$ cat src/rtl/cnn_pkg.sv
// cnn_pkg -- shared definitions for the CNN datapath blocks.
//   DW       : feature / weight width (signed Q-format)
//   FRAC     : default number of fraction bits
//   ACC_W    : accumulator width (16 products of 32 bits need 36 bits)
//   SAT_MAX/SAT_MIN : clamp limits for a DW-bit signed result
//   fc_state_t : fully-connected layer controller states
//   sat_shift  : arithmetic shift right + clamp to DW bits
package cnn_pkg;

    localparam int DW    = 16;
    localparam int FRAC  = 8;
    localparam int ACC_W = 36;
    localparam int PW    = 2 * DW;

    localparam logic signed [ACC_W-1:0] SAT_MAX = 36'sd32767;
    localparam logic signed [ACC_W-1:0] SAT_MIN = -36'sd32768;

    typedef enum logic [1:0] {
        S_FILL    = 2'd0,
        S_COMPUTE = 2'd1,
        S_FINISH  = 2'd2
    } fc_state_t;

    function automatic logic signed [DW-1:0] sat_shift(
        input logic signed [ACC_W-1:0] acc,
        input int                      frac
    );
        logic signed [ACC_W-1:0] shifted;
        shifted = acc >>> frac;
        if (shifted > SAT_MAX) begin
            return SAT_MAX[DW-1:0];
        end else if (shifted < SAT_MIN) begin
            return SAT_MIN[DW-1:0];
        end else begin
            return shifted[DW-1:0];
        end
    endfunction

endpackage

$ cat src/rtl/fc_mac.sv
// fc_mac -- multiply-accumulate and output stage of the FC layer.
//   clk, rst_n : clock, asynchronous active-low reset
//   i_en       : accumulate this cycle's product
//   i_first    : product is the first of a neuron (load instead of add)
//   i_feat     : signed feature operand
//   i_wgt      : signed weight operand
//   i_emit     : accumulator holds a finished neuron; publish it
//   i_idx      : neuron index published with the result
//   o_valid    : one-cycle result strobe
//   o_data     : shifted and saturated accumulator (held between strobes)
//   o_idx      : neuron index of o_data (held between strobes)
module fc_mac
    import cnn_pkg::*;
#(
    parameter int FRAC  = cnn_pkg::FRAC,
    parameter int IDX_W = 2
) (
    input  logic                    clk,
    input  logic                    rst_n,
    input  logic                    i_en,
    input  logic                    i_first,
    input  logic signed [DW-1:0]    i_feat,
    input  logic signed [DW-1:0]    i_wgt,
    input  logic                    i_emit,
    input  logic [IDX_W-1:0]        i_idx,
    output logic                    o_valid,
    output logic signed [DW-1:0]    o_data,
    output logic [IDX_W-1:0]        o_idx
);

    logic signed [PW-1:0]    w_prod;
    logic signed [ACC_W-1:0] w_prod_ext;
    logic signed [ACC_W-1:0] r_acc;
    logic                    r_valid;
    logic signed [DW-1:0]    r_data;
    logic [IDX_W-1:0]        r_idx;

    assign w_prod     = i_feat * i_wgt;
    assign w_prod_ext = ACC_W'(w_prod);

    // Loading on the first product clears the previous neuron's sum
    // without spending a cycle on it.
    always_ff @(posedge clk or negedge rst_n) begin
        if (!rst_n) begin
            r_acc <= '0;
        end else if (i_en) begin
            r_acc <= i_first ? w_prod_ext : (r_acc + w_prod_ext);
        end
    end

    always_ff @(posedge clk or negedge rst_n) begin
        if (!rst_n) begin
            r_valid <= 1'b0;
            r_data  <= '0;
            r_idx   <= '0;
        end else begin
            r_valid <= i_emit;
            if (i_emit) begin
                r_data <= sat_shift(r_acc, FRAC);
                r_idx  <= i_idx;
            end
        end
    end

    assign o_valid = r_valid;
    assign o_data  = r_data;
    assign o_idx   = r_idx;

endmodule

$ cat src/rtl/fc_layer.sv
// fc_layer -- fully-connected layer over one pooled feature frame.
// Features are captured into a buffer while in FILL; on in_done every
// neuron o is computed as sum_i feature[i]*weight[o*N_IN+i] from an
// external ROM with one-cycle read latency.
//   clk, rst_n : clock, asynchronous active-low reset
//   in_valid/in_data/in_addr : pooled feature write strobe, value, index
//   in_done    : frame complete, start computing
//   w_addr/w_data : weight ROM address out, weight data in (1 cycle later)
//   out_valid/out_data/out_idx : per-neuron result strobe, value, index
//   busy       : high while computing
//   done       : one-cycle pulse after the last neuron
module fc_layer
    import cnn_pkg::*;
#(
    parameter int N_IN  = 16,
    parameter int N_OUT = 4,
    parameter int FRAC  = cnn_pkg::FRAC
) (
    input  logic                 clk,
    input  logic                 rst_n,
    input  logic                 in_valid,
    input  logic signed [15:0]   in_data,
    input  logic [5:0]           in_addr,
    input  logic                 in_done,
    output logic [5:0]           w_addr,
    input  logic signed [15:0]   w_data,
    output logic                 out_valid,
    output logic signed [15:0]   out_data,
    output logic [1:0]           out_idx,
    output logic                 busy,
    output logic                 done
);

    localparam int IW = $clog2(N_IN);
    localparam int CW = $clog2(N_IN + 1);
    localparam int OW = $clog2(N_OUT) + 1;
    localparam int XW = 2;

    fc_state_t             r_state;
    fc_state_t             w_state_next;
    logic [CW-1:0]         r_i;
    logic [OW-1:0]         r_o;
    logic [5:0]            r_w_addr;
    logic                  w_issue;
    logic                  w_fetch;

    logic                  r_d1_valid;
    logic                  r_d1_first;
    logic                  r_d1_last;
    logic [IW-1:0]         r_d1_i;
    logic [XW-1:0]         r_d1_o;
    logic                  r_emit;
    logic [XW-1:0]         r_emit_o;
    logic                  r_done;
    logic                  w_last_emit;

    logic signed [DW-1:0]  r_buf [N_IN];
    logic signed [DW-1:0]  w_feat;

    // r_o runs one past the last neuron so issuing stops while the
    // pipeline drains the final result.
    assign w_issue     = (r_state == S_COMPUTE) && (r_o < OW'(N_OUT));
    assign w_fetch     = w_issue && (r_i != CW'(N_IN));
    assign w_last_emit = r_emit && (r_emit_o == XW'(N_OUT - 1));

    always_ff @(posedge clk or negedge rst_n) begin
        if (!rst_n) begin
            r_state <= S_FILL;
        end else begin
            r_state <= w_state_next;
        end
    end

    always_comb begin
        w_state_next = r_state;
        case (r_state)
            S_FILL:    if (in_done) w_state_next = S_COMPUTE;
            S_COMPUTE: if (w_last_emit) w_state_next = S_FINISH;
            S_FINISH:  w_state_next = S_FILL;
            default:   w_state_next = S_FILL;
        endcase
    end

    // Address sequencer: N_IN fetch cycles then one idle cycle per neuron.
    // The address already points at the next neuron during the idle cycle.
    always_ff @(posedge clk or negedge rst_n) begin
        if (!rst_n) begin
            r_i      <= '0;
            r_o      <= '0;
            r_w_addr <= '0;
        end else if ((r_state == S_FILL) && in_done) begin
            r_i      <= '0;
            r_o      <= '0;
            r_w_addr <= '0;
        end else if (w_issue) begin
            if (w_fetch) begin
                r_i      <= r_i + CW'(1);
                r_w_addr <= r_w_addr + 6'd1;
            end else begin
                r_i <= '0;
                r_o <= r_o + OW'(1);
            end
        end
    end

    // Tags travel with the ROM latency so the feature read lines up
    // with the weight arriving on w_data.
    always_ff @(posedge clk or negedge rst_n) begin
        if (!rst_n) begin
            r_d1_valid <= 1'b0;
            r_d1_first <= 1'b0;
            r_d1_last  <= 1'b0;
            r_d1_i     <= '0;
            r_d1_o     <= '0;
            r_emit     <= 1'b0;
            r_emit_o   <= '0;
            r_done     <= 1'b0;
        end else begin
            r_d1_valid <= w_fetch;
            r_d1_first <= (r_i == CW'(0));
            r_d1_last  <= (r_i == CW'(N_IN - 1));
            r_d1_i     <= r_i[IW-1:0];
            r_d1_o     <= r_o[XW-1:0];
            r_emit     <= r_d1_valid && r_d1_last;
            r_emit_o   <= r_d1_o;
            r_done     <= (r_state == S_FINISH);
        end
    end

    // Feature buffer: cleared at reset and on the way back to FILL, so
    // entries not written in a frame contribute zero.
    generate
        for (genvar gi = 0; gi < N_IN; gi++) begin : g_buf
            always_ff @(posedge clk or negedge rst_n) begin
                if (!rst_n) begin
                    r_buf[gi] <= '0;
                end else if (r_state == S_FINISH) begin
                    r_buf[gi] <= '0;
                end else if ((r_state == S_FILL) && in_valid && (in_addr == 6'(gi))) begin
                    r_buf[gi] <= in_data;
                end
            end
        end
    endgenerate

    assign w_feat = r_buf[r_d1_i];

    fc_mac #(
        .FRAC  (FRAC),
        .IDX_W (XW)
    ) u_mac (
        .clk     (clk),
        .rst_n   (rst_n),
        .i_en    (r_d1_valid),
        .i_first (r_d1_first),
        .i_feat  (w_feat),
        .i_wgt   (w_data),
        .i_emit  (r_emit),
        .i_idx   (r_emit_o),
        .o_valid (out_valid),
        .o_data  (out_data),
        .o_idx   (out_idx)
    );

    assign w_addr = r_w_addr;
    assign busy   = (r_state == S_COMPUTE);
    assign done   = r_done;

endmodule

$ cat config.mk
export PLATFORM = sky130hd
export DESIGN_NAME = fc_layer
export DESIGN_NICKNAME = d
export VERILOG_FILES = /design/src/rtl/cnn_pkg.sv /design/src/rtl/fc_mac.sv /design/src/rtl/fc_layer.sv
export SDC_FILE = /design/constraint.sdc
export NUM_CORES = 1
export LEC_CHECK = 0
export ABC_AREA = 0
export BUFFER_PORTS_ARGS = -buffer_cell sky130_fd_sc_hd__buf_2
export CORE_MARGIN = 2
export CORE_UTILIZATION = 45
export CTS_CLUSTER_SIZE = 12
export DETAILED_ROUTE_END_ITERATION = 16
export GPL_ROUTABILITY_DRIVEN = 0
export GPL_TIMING_DRIVEN = 0
export PLACE_DENSITY = 0.59
export SLEW_MARGIN = 10
export SYNTH_ARGS = -nofsm -noshare
export SYNTH_HDL_FRONTEND = slang
export SYNTH_SLANG_ARGS = --single-unit
$ cat constraint.sdc
create_clock -name clk -period 15.4 [get_ports clk]
set_input_delay 3.08 -clock clk [delete_from_list [all_inputs] [get_ports clk]]
set_output_delay 3.08 -clock clk [all_outputs]
set_load 0.01 [all_outputs]
# Word-level counts from Yosys, hierarchy flattened
# Cells that the tools add are included.
[word_totals]
ff_bits = 340
latch_bits = 0
ram_bits = 0
rom_bits = 0
in_bits = 42
word_cells = 161
memories = 0
[op_classes]
addsub = 4
multipliers = 1
div = 0
order_cmp = 4
n_eq_ne = 23
shift = 0
mux = 50
n_bitwise = 1
n_reduce_logical = 46
[op_table]
columns = ["op", "count"]
rows = [
  ["$mux 16", 36],
  ["$bmux 16 s4", 1],
  ["$eq 6x4->1 const B", 8],
  ["$add 36x32->36", 1],
  ["$mux 36", 1],
  ["$reduce_bool 2->1", 18],
  ["$mul 16x16->32", 1],
  ["$gt 28x16->1 const B", 1],
  ["$lt 28x16->1 const B", 1],
  ["$eq 6x3->1 const B", 4],
  ["$logic_and 1x1->1", 22],
  ["$mux 6", 3],
  ["$mux 5", 3],
  ["$eq 6x2->1 const B", 2],
  ["$mux 3", 3],
  ["$add 6x1->6 const B", 1],
  ["$eq 6x1->1 const B", 1],
  ["$logic_not 6->1", 1],
  ["$reduce_and 2->1", 3],
  ["$add 5x1->5 const B", 1],
  ["$eq 5x4->1 const B", 1],
  ["$ge 5x5->1 const B", 1],
  ["$logic_not 5->1", 1],
  ["$ne 5x5->1 const B", 1],
  ["10 further kinds", 13],
]

# Longest topological paths before layout
# Gate-level depths: netlist of run 1.
[depth]
depth_word = 7
ltp_mapped = 39
ltp_nobuf = 36

# Modules after synthesis
# From an unflattened synthesis of run 1, not the netlist that was laid out.
[unflattened]
hier_cells = 2710
hier_area_um2 = 27744.1
[modules_own_cells]
columns = ["mod", "n_inst", "cells_per_inst", "area_per_inst_um2"]
rows = [
  ["fc_mac", 1, 1591, 13975.9],
  ["fc_layer", 1, 1119, 13768.2],
]

# Worst setup path before layout of run 1
# Ideal clock, no wire load.
[synth_path]
path_kind = "input-to-reg"
from = "input port w_data[9]"
to = "register u_mac.r_acc[35]"
arrival_ns = 10.324
setup_slack_ns = 5.008
cell_stages = 35
path_cell_list = "buf_1 clkbuf_1 nand2_1 fa_1 inv_1 fa_1 inv_1 fa_1 inv_1 fa_1 fa_1 inv_1 fa_1 inv_1 ha_1 nand4_1 a21oi_1 o22ai_1 a21bo_2 a21oi_1 o21ai_0 a21oi_1 or3_1 and2_1 ha_1 a21o_1 a21o_1 a21oi_1 o21ai_0 inv_1 o31a_1 a21oi_1 a31oi_1 mux2_2 nand3_1"
[synth_between]
elab_chain_cells = 3
[synth_lines]
columns = ["item", "line_no", "text"]
rows = [
  ["from (decl)", "fc_layer.sv:26", "input logic signed [15:0] w_data,"],
  ["$mul 16x16->32 *", "fc_mac.sv:38", "assign w_prod = i_feat * i_wgt;"],
  ["$add 36x32->36", "fc_mac.sv:47", "r_acc <= i_first ? w_prod_ext : (r_acc + w_prod_ext);"],
  ["$mux 36 *", "fc_mac.sv:47", ""],
  ["to (signal assigned)", "fc_mac.sv:47", ""],
  ["to (decl)", "fc_mac.sv:33", "logic signed [ACC_W-1:0] r_acc;"],
]
# Mark *: on every way between the ends. The rest lies on a longest branch, timed or not.
# A chain may end at the register's enable or synchronous reset.

# Worst setup path after layout of run 1
[layout_path]
from = "input port w_data[9]"
to = "register u_mac.r_acc[34]"
# Same word-level chain as after synthesis.

==> key figures, run 1 <==
STA
  • Fin crit share: 0.7484
  • Peak Freq: 86.76 MHz
  • Worst hold slack: 0.3561 ns
  • Final Setup Violations: 0
  • Worst-Margin Slew: 0.9677 ns
  • Max Clock Skew: 0.01455 ns
  • RSZ-0062 raised after global routing: false
  • Post-layout min period: 11.53 ns
  • Fin. max-slew vios: 0
  • Hold Fails Final Rpt: 0
  • Setup TNS: 0 ns
  • Slew HR: 0.3548

Yosys
  • Count leader, synth: nand2_1
  • Post-Syn Instances: 2983
  • Commonest cells post-synth: 702 x nand2_1, 352 x a21oi_1, 342 x inv_1
  • Syn nets: roughly 3400
  • Mean post-synth cell area: 9.144 um2
  • Synth async-reset ratio: 1.000
  • Post-synth EDFFs: 0
  • Synth unique cells: 59
  • Yosys Warn Count: 0
  • Ys flop type: dfrtp_1
  • Post-synth top area share: 0.3119
  • Ranking of synthesized cells by area: dfrtp_1 31%, fa_1 19%, nand2_1 9.7%, mux4_2 6.6%, a21oi_1 6.5%
  • Mapped cell area: 27280 um2
  • Post-synthesis register bit count: 340
  • Largest area contributor in the netlist: dfrtp_1
  • Seq/Total Area, Yosys: 0.3119

Detailed routing
  • TritonRoute pass-1 iters: 6
  • Routed Antenna Nets: 0
  • Via count: 21762
  • Top sig layer: met4
  • Drt wl/cell: 20.88 um
  • Vias/cell: 5.590
  • WL final: 81280 um
  • Routed wl met2: between 40000 and 50000 um
  • DRC: 0
  • DRT met1 WL: 31960 um
  • Initial detailed-routing violation count: between 1500 and 2000
  • Met3 routed WL: a little under 5000 um

Critical path
  • Crit Path Class: in -> reg
  • Slowest cell delay on critical path: 0.57 ns
  • CP required: 15.80 ns
  • Setup crit start kind: input port
  • Worst Setup End Kind: register
  • Slowest cell on the critical path: fa_1
  • Crit path max fanout: 10
  • CP arrival: 11.92 ns

Floorplan
  • Row count: 90
  • IO Pins: 69
  • Starting Density: 0.4536
  • Core area: between 60000 and 70000 um2
  • Die Ht: 250.2 um
  • Die area: 62600 um2
  • Die Width: 250.2 um

Layout
  • Post-layout net count: 3507
  • Post-route cell area: 29910 um2
  • Share of cells above drive strength 1: 0.07108
  • Final Non-Filler Cells: 3893
  • Layout area overhead: 9.651%
  • Fin util: 0.4974

Power
  • Pwr Density: 66.26 nW/um2
  • Maximum VDD drop: approximately 0.07 mV
  • Lkg Pwr: about 14 nW

Flow run
  • Max cap viols: 0

Placed design
  • DP Cell Count: 3819
  • Port Buffers: 51
  • Detailed Place HPWL: 62020 um
  • Area after DPL: 28600 um2

Clocking
  • CTS root buf: clkbuf_16
  • Latest clock arrival within the worst-skew pair: slightly below 0.6 ns
  • CTS tree: built
  • Hold_buf cts: 0
  • H-tree levels: 2
  • CTS Buf Count: 40
  • CTS resizes: 0
  • CTS Sinks: 340
  • Worst-case clock buffer depth: 3
  • Worst-path clk slew: 0.06 ns
  • Post-CTS Setup Inserts: 0

Global routing
  • Initial antenna violation count: 2
  • Largest net degree at the start of global routing: 110
  • First-pass GRT wire length: 128300 um
  • Via count of the first global-routing pass: 22781
  • GRT overflow: 0
  • All-Layer GR Usage: 0.2649

Hold path
  • Worst hold path type: reg -> reg

Outcome
  • Outcome: completed
==> power by group <==
| part | internal, mW | leakage, nW | total (mW) | switching, mW |
|---|---|---|---|---|
| clock | 0.548 | 0.640 | 0.949 | 0.402 |
| combinational | 0.0425 | 8.60 | 0.137 | 0.0947 |
| sequential | 0.894 | 4.53 | 0.895 | 0.00102 |
| total | 1.48 | 13.8 | 1.98 | 0.497 |
==> critical path, delay by kind of cell <==
kind | cells | cell delay (ns)
adder cells (fa/ha/maj) | 8 | 3.86
AO/OA/AOI/OAI | 13 | 2.46
buffers and inverters | 7 | 1.28
AND/OR/NAND/NOR | 6 | 1.04
multiplexers | 1 | 0.18
==> through the flow <==
step,setup WS [ns],total power [mW]
after global routing,3.316,2.046
after detailed placement,3.347,1.048
after floorplan,5.008,0.9883
final,3.875,1.982
after CTS,3.911,1.997
after global placement,3.421,1.043
==> registers in the layout, summed over array words and instances, names as in the netlist, 2 cells and up <==
register      flops
u_mac.o_idx       2
r_buf           256
u_mac.r_acc      36
r_o               3
r_d1_i            4
u_mac.o_data     16
r_d1_o            2
r_i               5
r_emit_o          2
r_state           2
w_addr            6
==> final cells by class <==
cell class / count / area [um2]
repair buffers: 54 / 347.8
fillers: 5718 / 30220
clock inverters: 12 / 125.1
flip-flops and latches: 340 / 8508
diodes: 2 / 5.005
clock buffers: 60 / 1176
inverters: 344 / 1291
multi-input cells: 2127 / 16810
well taps: 782 / 978.4
plain buffers: 172 / 666.9
==> cells in the final DEF, fill, tap and decap left out, types with 46 or more instances in the layout <==
cell type | netlist | layout
o21ai_0 | 53 | 53
dfrtp_1 | 340 | 340
mux4_2 | 80 | 80
clkbuf_1 | 152 | 162
nand2_1 | 702 | 702
ha_1 | 123 | 123
fa_1 | 263 | 263
and2_1 | 126 | 126
inv_1 | 342 | 342
buf_2 | 11 | 61
xnor2_1 | 46 | 46
nor2_1 | 118 | 118
a21oi_1 | 352 | 352
==> worst paths after layout <==
kind	startpoint	to	slack [ns]	cells after the start
setup / recovery	w_data[9]	u_mac.r_acc[34]$_DFFE_PN0P_	3.87	35
hold / removal	r_d1_o[0]$_DFF_PN0_	r_emit_o[0]$_DFF_PN0_	0.36	0
setup reg to reg	r_d1_i[1]$_DFF_PN0_	u_mac.r_acc[34]$_DFFE_PN0P_	3.98	37
hold reg to reg	r_d1_o[0]$_DFF_PN0_	r_emit_o[0]$_DFF_PN0_	0.36	0
max in group asynchronous	rst_n	r_buf[143]$_DFFE_PN0P_	11.22	4
min in group asynchronous	rst_n	u_mac.r_acc[17]$_DFFE_PN0P_	2.33	1
==> cell families (layout without fill, tap and decap cells) <==
kind of cell	after synthesis	count (layout)	share of synthesized area
and+or+nand+nor	1058	1058	0.1668
AOI/OAI and AO/OA	523	523	0.1075
buffers and inverters	516	642	0.07179
adders and majority gates	386	386	0.2494
DFF	340	340	0.3119
muxes	95	95	0.07174
xor gates and xnor gates	65	65	0.02087
other	0	2	0
==> layer usage <==
layer  GRT usage  vias to the layer above
li1            -                     9834
met1      0.3306                    10972
met2      0.4565                      773
met3     0.04396                      183
met4      0.1114                        0
met5           0                        -
No activity file was read; power rests on OpenSTA's default activity.
==> inputs of run 2 (changes only) <==
Settings changed: PLACE_DENSITY 0.59 to 0.61.
Clock period 15.4 ns to 9.36 ns, I/O delays scaled along.
==> run 2 against run 1 <==
  * Sequential share of layout area shrank 2.0 points
  * Final area grew 7.6%
  * Count of clock-buffer cells in the layout shrank 2
==> key figures, run 2 (synthesized netlist as in run 1, its figures left out) <==
STA
  • Max Clock Skew: 0.02495 ns (was 0.01455 ns)
  • Final Setup Violations: 0 (unchanged)
  • RSZ-0062 raised after global routing: true (was false)
  • Final setup margin: 0.005121 ns (was 3.875 ns)
  • Fin crit share: 0.9995
  • Hold Fails Final Rpt: 0 (unchanged)
  • Worst-Margin Slew: 1.045 ns (was 0.9677 ns)
  • Peak Freq: 106.9 MHz
  • Post-layout min period: 9.355 ns
  • Slew HR: 0.2967 (was 0.3548)
  • Worst hold slack: 0.3492 ns (was 0.3561 ns)
  • Fin. max-slew vios: 0 (unchanged)

Placed design
  • Port Buffers: 51 (unchanged)
  • Detailed Place HPWL: 60750 um (was 62020 um)
  • Worst slack at placement: -1.859 ns (was 3.347 ns)
  • DP Cell Count: 3819 (unchanged)

Detailed routing
  • Vias/cell: 5.604 (was 5.590)
  • WL final: 83130 um (was 81280 um)
  • Drt wl/cell: 20.80 um (was 20.88 um)
  • DRT met1 WL: 31710 um (was 31960 um)
  • Routed wl met2: 42220 um (was 41080 um)
  • Top sig layer: met4 (unchanged)
  • Routed Antenna Nets: 0 (unchanged)
  • Initial detailed-routing violation count: 1799 (was 1561)
  • Via count: 22392 (was 21762)
  • Met3 routed WL: 5379 um (was 4910 um)
  • TritonRoute pass-1 iters: 5 (was 6)
  • DRC: 0 (unchanged)

Floorplan
  • Row count: 90 (unchanged)
  • Die Width: 250.2 um (unchanged)
  • Die area: 62600 um2 (unchanged)
  • IO Pins: 69 (unchanged)
  • Starting Density: 0.4536 (unchanged)
  • Core area: 60130 um2 (unchanged)
  • Die Ht: 250.2 um (unchanged)

Critical path
  • CP required: 9.84 ns (was 15.80 ns)
  • CP arrival: 9.83 ns (was 11.92 ns)
  • Worst Setup End Kind: register (unchanged)
  • R2R setup slack: 0.005 ns (was 3.98 ns)
  • Crit Path Class: reg -> reg (was in -> reg)
  • Slowest cell on the critical path: mux4_2 (was fa_1)
  • Crit path max fanout: 5 (was 10)
  • Worst path most repeated cell: fa_1
  • Setup crit start kind: register (was input port)
  • Slowest cell delay on critical path: 0.62 ns (was 0.57 ns)

Global routing
  • Initial antenna violation count: 3 (was 2)
  • First-pass GRT wire length: 131100 um (was 128300 um)
  • All-Layer GR Usage: 0.2686 (was 0.2649)
  • GRT overflow: 0 (unchanged)
  • Via count of the first global-routing pass: 23552 (was 22781)
  • Largest net degree at the start of global routing: 111 (was 110)

Flow run
  • Max cap viols: 0 (unchanged)

Layout
  • Share of cells above drive strength 1: 0.1594 (was 0.07108)
  • Sequential Area: 8513 um2 (was 8508 um2)
  • Most common cell after layout, fill and taps aside: nand2_1 (unchanged)
  • Layout area overhead: 18.03% (was 9.651%)
  • Area of the multi-input gates: 17650 um2 (was 16810 um2)
  • Layout fillers: 5490 (was 5718)
  • Most frequent cells in the layout: 694 x nand2_1, 338 x dfrtp_1, 331 x a21oi_1 (was 702 x nand2_1, 352 x a21oi_1, 342 x inv_1)
  • Post-layout net count: 3610 (was 3507)
  • Most flop-heavy register: r_buf (unchanged)
  • Fin util: 0.5354 (was 0.4974)
  • Largest register FFs: 256 (unchanged)
  • Final Non-Filler Cells: 3996 (was 3893)

Power
  • Maximum VDD drop: 0.1154 mV (was 0.07003 mV)
  • Lkg Pwr: 14.69 nW (was 13.76 nW)
  • Pwr Density: 103.1 nW/um2 (was 66.26 nW/um2)

Clocking
  • Worst-case clock buffer depth: 3 (unchanged)
  • CTS Buf Count: 40 (unchanged)
  • CTS Sinks: 340 (unchanged)
  • Latest clock arrival within the worst-skew pair: 0.60 ns (was 0.58 ns)
  • CTS root buf: clkbuf_16 (unchanged)
  • H-tree levels: 2 (unchanged)
  • Worst-path clk slew: 0.06 ns (about the same)
  • CTS tree: built (unchanged)

Hold path
  • Worst hold path type: reg -> reg (unchanged)

Outcome
  • Outcome: completed (unchanged)
[run 2: cell count changes in the layout (fill, tap and decap cells not counted), sizes merged]
cell	before	now
buf	74	186
bufinv	1	0
clkbuf	212	201
clkinv	11	13
clkinvlp	1	3
inv	343	342
[run 2: per-stage QoR]
stage | total power [mW] | area [um2] | setup TNS (ns)
final | 3.318 | 32200 | 0
after global routing | 3.424 | 32190 | -1.617
after CTS | 3.315 | 31470 | -0.005628
after detailed placement | 1.722 | 28600 | -26.68
after global placement | 1.713 | 28510 | -44.68
after floorplan | 1.626 | 27280 | 0
[run 2: layout make-up]
cell class | count | area share
plain buffers | 165 | 0.03109
clock inverters | 14 | 0.004197
clock buffers | 58 | 0.03723
inverters | 344 | 0.04049
flip-flops and latches | 340 | 0.2644
well taps | 782 | 0.03039
multi-input cells | 2127 | 0.5483
diodes | 2 | 0.0001554
repair buffers | 164 | 0.04368
[run 2: worst max-delay path, delay by kind of cell (launching register included)]
family	cells	cell delay [ns]
DFF	1	0.49
AOI/OAI and AO/OA	10	1.69
buffers and inverters	11	1.35
xor gates and xnor gates	2	0.20
and+or+nand+nor	6	0.66
adders and majority gates	8	3.67
muxes	2	1.19
[run 2: timing repair]
action                     in CTS  in global routing
setup buffers                  79                 30
setup endpoints to repair      22                 19
gates cloned                    5                  0
pin swaps                      64                 94
resized for setup             175                143
hold buffers                    0                  0
[run 2: worst paths after layout]
check / start / end / depth (start not counted)
max reg2reg: r_d1_i[0]$_DFF_PN0_ / u_mac.r_acc[31]$_DFFE_PN0P_ / 39
min in group asynchronous: rst_n / u_mac.o_data[14]$_DFFE_PN0P_ / 1
min: r_d1_o[0]$_DFF_PN0_ / r_emit_o[0]$_DFF_PN0_ / 0
min reg2reg: r_d1_o[0]$_DFF_PN0_ / r_emit_o[0]$_DFF_PN0_ / 0
max in group asynchronous: rst_n / r_buf[6]$_DFFE_PN0P_ / 4
max: r_d1_i[0]$_DFF_PN0_ / u_mac.r_acc[31]$_DFFE_PN0P_ / 39
[run 2: report_power, final]
part | total (mW) | internal [mW] | leakage [nW] | switching, mW
registers | 1.47 | 1.47 | 4.53 | 0.00200
logic | 0.269 | 0.0986 | 9.50 | 0.171
clock network | 1.58 | 0.901 | 0.663 | 0.674
[run 2: layer usage]
metal  up-vias  track usage
li1      10037            -
met1     11264       0.3305
met2       866       0.4697
met3       225      0.04105
met4         0       0.1162
met5         -            0
==> inputs of run 3 (changes only) <==
Settings changed: CELL_PAD_IN_SITES_DETAIL_PLACEMENT set to 1, CELL_PAD_IN_SITES_GLOBAL_PLACEMENT set to 1, PLACE_DENSITY 0.61 to 0.75.
==> run 3 against run 2 <==
  * The flow now finishes with violations (negative setup slack)
  * Largest power group unchanged
  * Sequential cell count unchanged
  * Power up 2.7%
  * Worst hold slack better by 0.0012 ns
  * Highest routed layer unchanged
  * Routed wire length up 19%
  * Final cell count up 0.18%
  * Sequential share of layout area down 0.16 points
  * Combinational power up 11%
  * Critical path depth down 3
==> key figures, run 3 (synthesized netlist as in run 1, its figures left out) <==
Outcome
  • Outcome: complete, but fails checks (was completed)
  • Failing checks: negative setup slack

Detailed routing
  • Vias/cell: 5.866 (was 5.604)
  • DRC: 0 (unchanged)
  • Via count: 23483 (was 22392)
  • Drt wl/cell: 24.81 um (was 20.80 um)
  • Routed Antenna Nets: 0 (unchanged)
  • Initial detailed-routing violation count: 1547 (was 1799)
  • TritonRoute pass-1 iters: 6 (was 5)
  • WL final: 99310 um (was 83130 um)

Global routing
  • All-Layer GR Usage: 0.3044 (was 0.2686)
  • First-pass GRT wire length: 147400 um (was 131100 um)
  • GRT overflow: 0 (unchanged)
  • Via count of the first global-routing pass: 26129 (was 23552)
  • Initial antenna violation count: 4 (was 3)
  • Largest net degree at the start of global routing: 110 (was 111)

STA
  • Slew HR: 0.3616 (was 0.2967)
  • Final Setup Violations: 8 (was 0)
  • Hold Fails Final Rpt: 0 (unchanged)
  • Peak Freq: 102.0 MHz (was 106.9 MHz)
  • RSZ-0062 raised after global routing: true (unchanged)
  • Final setup margin: -0.4392 ns (was 0.005121 ns)
  • Setup TNS: -2.279 ns (was 0 ns)
  • Fin. max-slew vios: 0 (unchanged)
  • Worst-Margin Slew: 0.9576 ns (was 1.045 ns)
  • Post-layout min period: 9.799 ns (was 9.355 ns)
  • Fin crit share: 1.047 (was 0.9995)
  • Max Clock Skew: 0.01907 ns (was 0.02495 ns)

Layout
  • Largest register FFs: 256 (unchanged)
  • Share of cells above drive strength 1: 0.1638 (was 0.1594)
  • Most common cell after layout, fill and taps aside: nand2_1 (unchanged)
  • Most frequent cells in the layout: 694 x nand2_1, 338 x dfrtp_1, 333 x a21oi_1 (was 694 x nand2_1, 338 x dfrtp_1, 331 x a21oi_1)
  • Layout fillers: 6855 (was 5490)
  • Post-layout net count: 3620 (was 3610)
  • Most flop-heavy register: r_buf (unchanged)
  • Layout area overhead: 18.73% (was 18.03%)

Critical path
  • Cell family with most CP delay: adder cells (unchanged)
  • CP startpoint: r_d1_i[0]$_DFF_PN0_ (unchanged)
  • Worst path most repeated cell: fa_1 (unchanged)
  • CP required: 9.88 ns (was 9.84 ns)
  • Crit path max fanout: 8 (was 5)
  • CP arrival: 10.32 ns (was 9.83 ns)
  • Slowest cell delay on critical path: 0.58 ns (was 0.62 ns)
  • Worst reg2reg path depth: 36 (was 39)
  • Slowest cell on the critical path: mux4_2 (unchanged)
  • Worst Setup End Kind: register (unchanged)
  • R2r startpoint: r_d1_i[0]$_DFF_PN0_ (unchanged)
  • Worst reg2reg path endpoint: u_mac.r_acc[35]$_DFFE_PN0P_ (was u_mac.r_acc[31]$_DFFE_PN0P_)
  • Setup crit start kind: register (unchanged)
  • Worst Path Buf+Inv: 9 (was 11)
  • Crit Path Class: reg -> reg (unchanged)
  • R2R setup slack: -0.44 ns (was 0.005 ns)
  • Critical Path Stages: 36 (was 39)

Flow run
  • Max cap viols: 0 (unchanged)

Power
  • Lkg Pwr: 14.72 nW (was 14.69 nW)
  • Pwr Density: 105.2 nW/um2 (was 103.1 nW/um2)
  • Switching power: 869.4 uW (was 846.8 uW)
  • Maximum VDD drop: 0.1271 mV (was 0.1154 mV)
  • Combinational Power Share: 0.088 (was 0.081)
  • Internal power: 2.539 mW (was 2.471 mW)
  • Switching portion of total power: 0.2551 (was 0.2552)
  • Sequential power share: 0.432 (was 0.444)
  • Clock Power Share: 0.480 (was 0.475)

Floorplan
  • Die Width: 250.2 um (unchanged)
  • IO Pins: 69 (unchanged)
  • Core area: 60130 um2 (unchanged)
  • Starting Density: 0.4536 (unchanged)
  • Die Ht: 250.2 um (unchanged)
  • Row count: 90 (unchanged)
  • Die area: 62600 um2 (unchanged)

Clocking
  • CTS root buf: clkbuf_16 (unchanged)
  • Worst-case clock buffer depth: 3 (unchanged)
  • CTS tree: built (unchanged)
  • Worst-path clk slew: 0.06 ns (about the same)
  • H-tree levels: 2 (unchanged)
  • CTS Buf Count: 41 (was 40)
  • Latest clock arrival within the worst-skew pair: 0.59 ns (was 0.60 ns)
  • CTS Sinks: 340 (unchanged)

Placed design
  • Port Buffers: 51 (unchanged)
  • Detailed Place HPWL: 69010 um (was 60750 um)
  • Worst slack at placement: -1.943 ns (was -1.859 ns)

Hold path
  • Hold Path Sink: r_emit_o[0]$_DFF_PN0_ (unchanged)
  • Min-delay src: r_d1_o[0]$_DFF_PN0_ (unchanged)
  • Hold depth: 0 (unchanged)
  • Worst hold path type: reg -> reg (unchanged)
-- run 3: power groups by stage --
stage	logic, mW	clock network, mW	registers, mW
after global routing	0.320	1.72	1.47
after detailed placement	0.230	0	1.50
after global placement	0.216	0	1.50
after floorplan	0.127	0	1.50
after CTS	0.255	1.66	1.47
final	0.299	1.64	1.47
-- run 3: worst register-to-register path, delay by kind of cell (launching register included) --
family,cells,cell delay [ns]
AO/OA/AOI/OAI,8,1.23
AND/OR/NAND/NOR,7,1.24
buffers and inverters,9,1.40
multiplexers,3,1.30
flip-flops,1,0.50
adder cells (fa/ha/maj),8,3.80
XOR/XNOR,1,0.26
-- run 3: routing by layer --
layer | vias up | wire length, um | track usage
met5 | - | 0 | 0
met1 | 12258 | 37500 | 0.3671
li1 | 10056 | - | -
met3 | 309 | 4919 | 0.03918
met4 | 0 | 6081 | 0.1526
met2 | 860 | 50810 | 0.5366
-- run 3: how the worst max path moves through the flow --
stage | endpoint | slack, ns
6_report | u_mac.r_acc[35]$_DFFE_PN0P_ | -0.44
5_1_grt | u_mac.r_acc[35]$_DFFE_PN0P_ | -0.53
4_1_cts | u_mac.r_acc[33]$_DFFE_PN0P_ | -0.10
3_5_place_dp | u_mac.r_acc[35]$_DFFE_PN0P_ | -1.94
3_3_place_gp | u_mac.r_acc[35]$_DFFE_PN0P_ | -1.70
2_1_floorplan | u_mac.r_acc[35]$_DFFE_PN0P_ | 0.08
-- run 3: area by class of cell --
| class | instances | area [um2] | share of cell area |
|---|---|---|---|
| Multi-Input combinational cell | 2127 | 17750 | 0.5481 |
| Timing Repair Buffer | 173 | 1506 | 0.04652 |
| Clock buffer | 55 | 1159 | 0.03577 |
| Tap cell | 782 | 978.4 | 0.03021 |
| Sequential cell | 340 | 8513 | 0.2629 |
| Antenna cell | 3 | 7.507 | 0.0002318 |
| Clock inverter | 14 | 196.4 | 0.006066 |
| Buffer | 165 | 975.9 | 0.03013 |
| Inverter | 344 | 1299 | 0.04010 |
-- run 3: through the flow --
step	std cells	utilization	total power [mW]	hold slack, ns	area, um2
4_1_cts	3958	0.5234	3.384	0.3519	31470
6_report	4003	0.5386	3.408	0.3504	32390
2_1_floorplan	2983	-	1.626	0.3312	27280
3_3_place_gp	3816	0.4741	1.716	0.3322	28510
3_5_place_dp	3819	0.4757	1.729	0.3416	28600
5_1_grt	4003	0.5386	3.511	0.3579	32390
-- run 3: timing repair --
action                     CTS  global route
gates cloned                 4             0
setup buffers               75            47
setup endpoints to repair   23            19
gates resized for setup    192           147
hold buffers                 0             0
pin swaps                   52           135
hold endpoints to repair     0             0
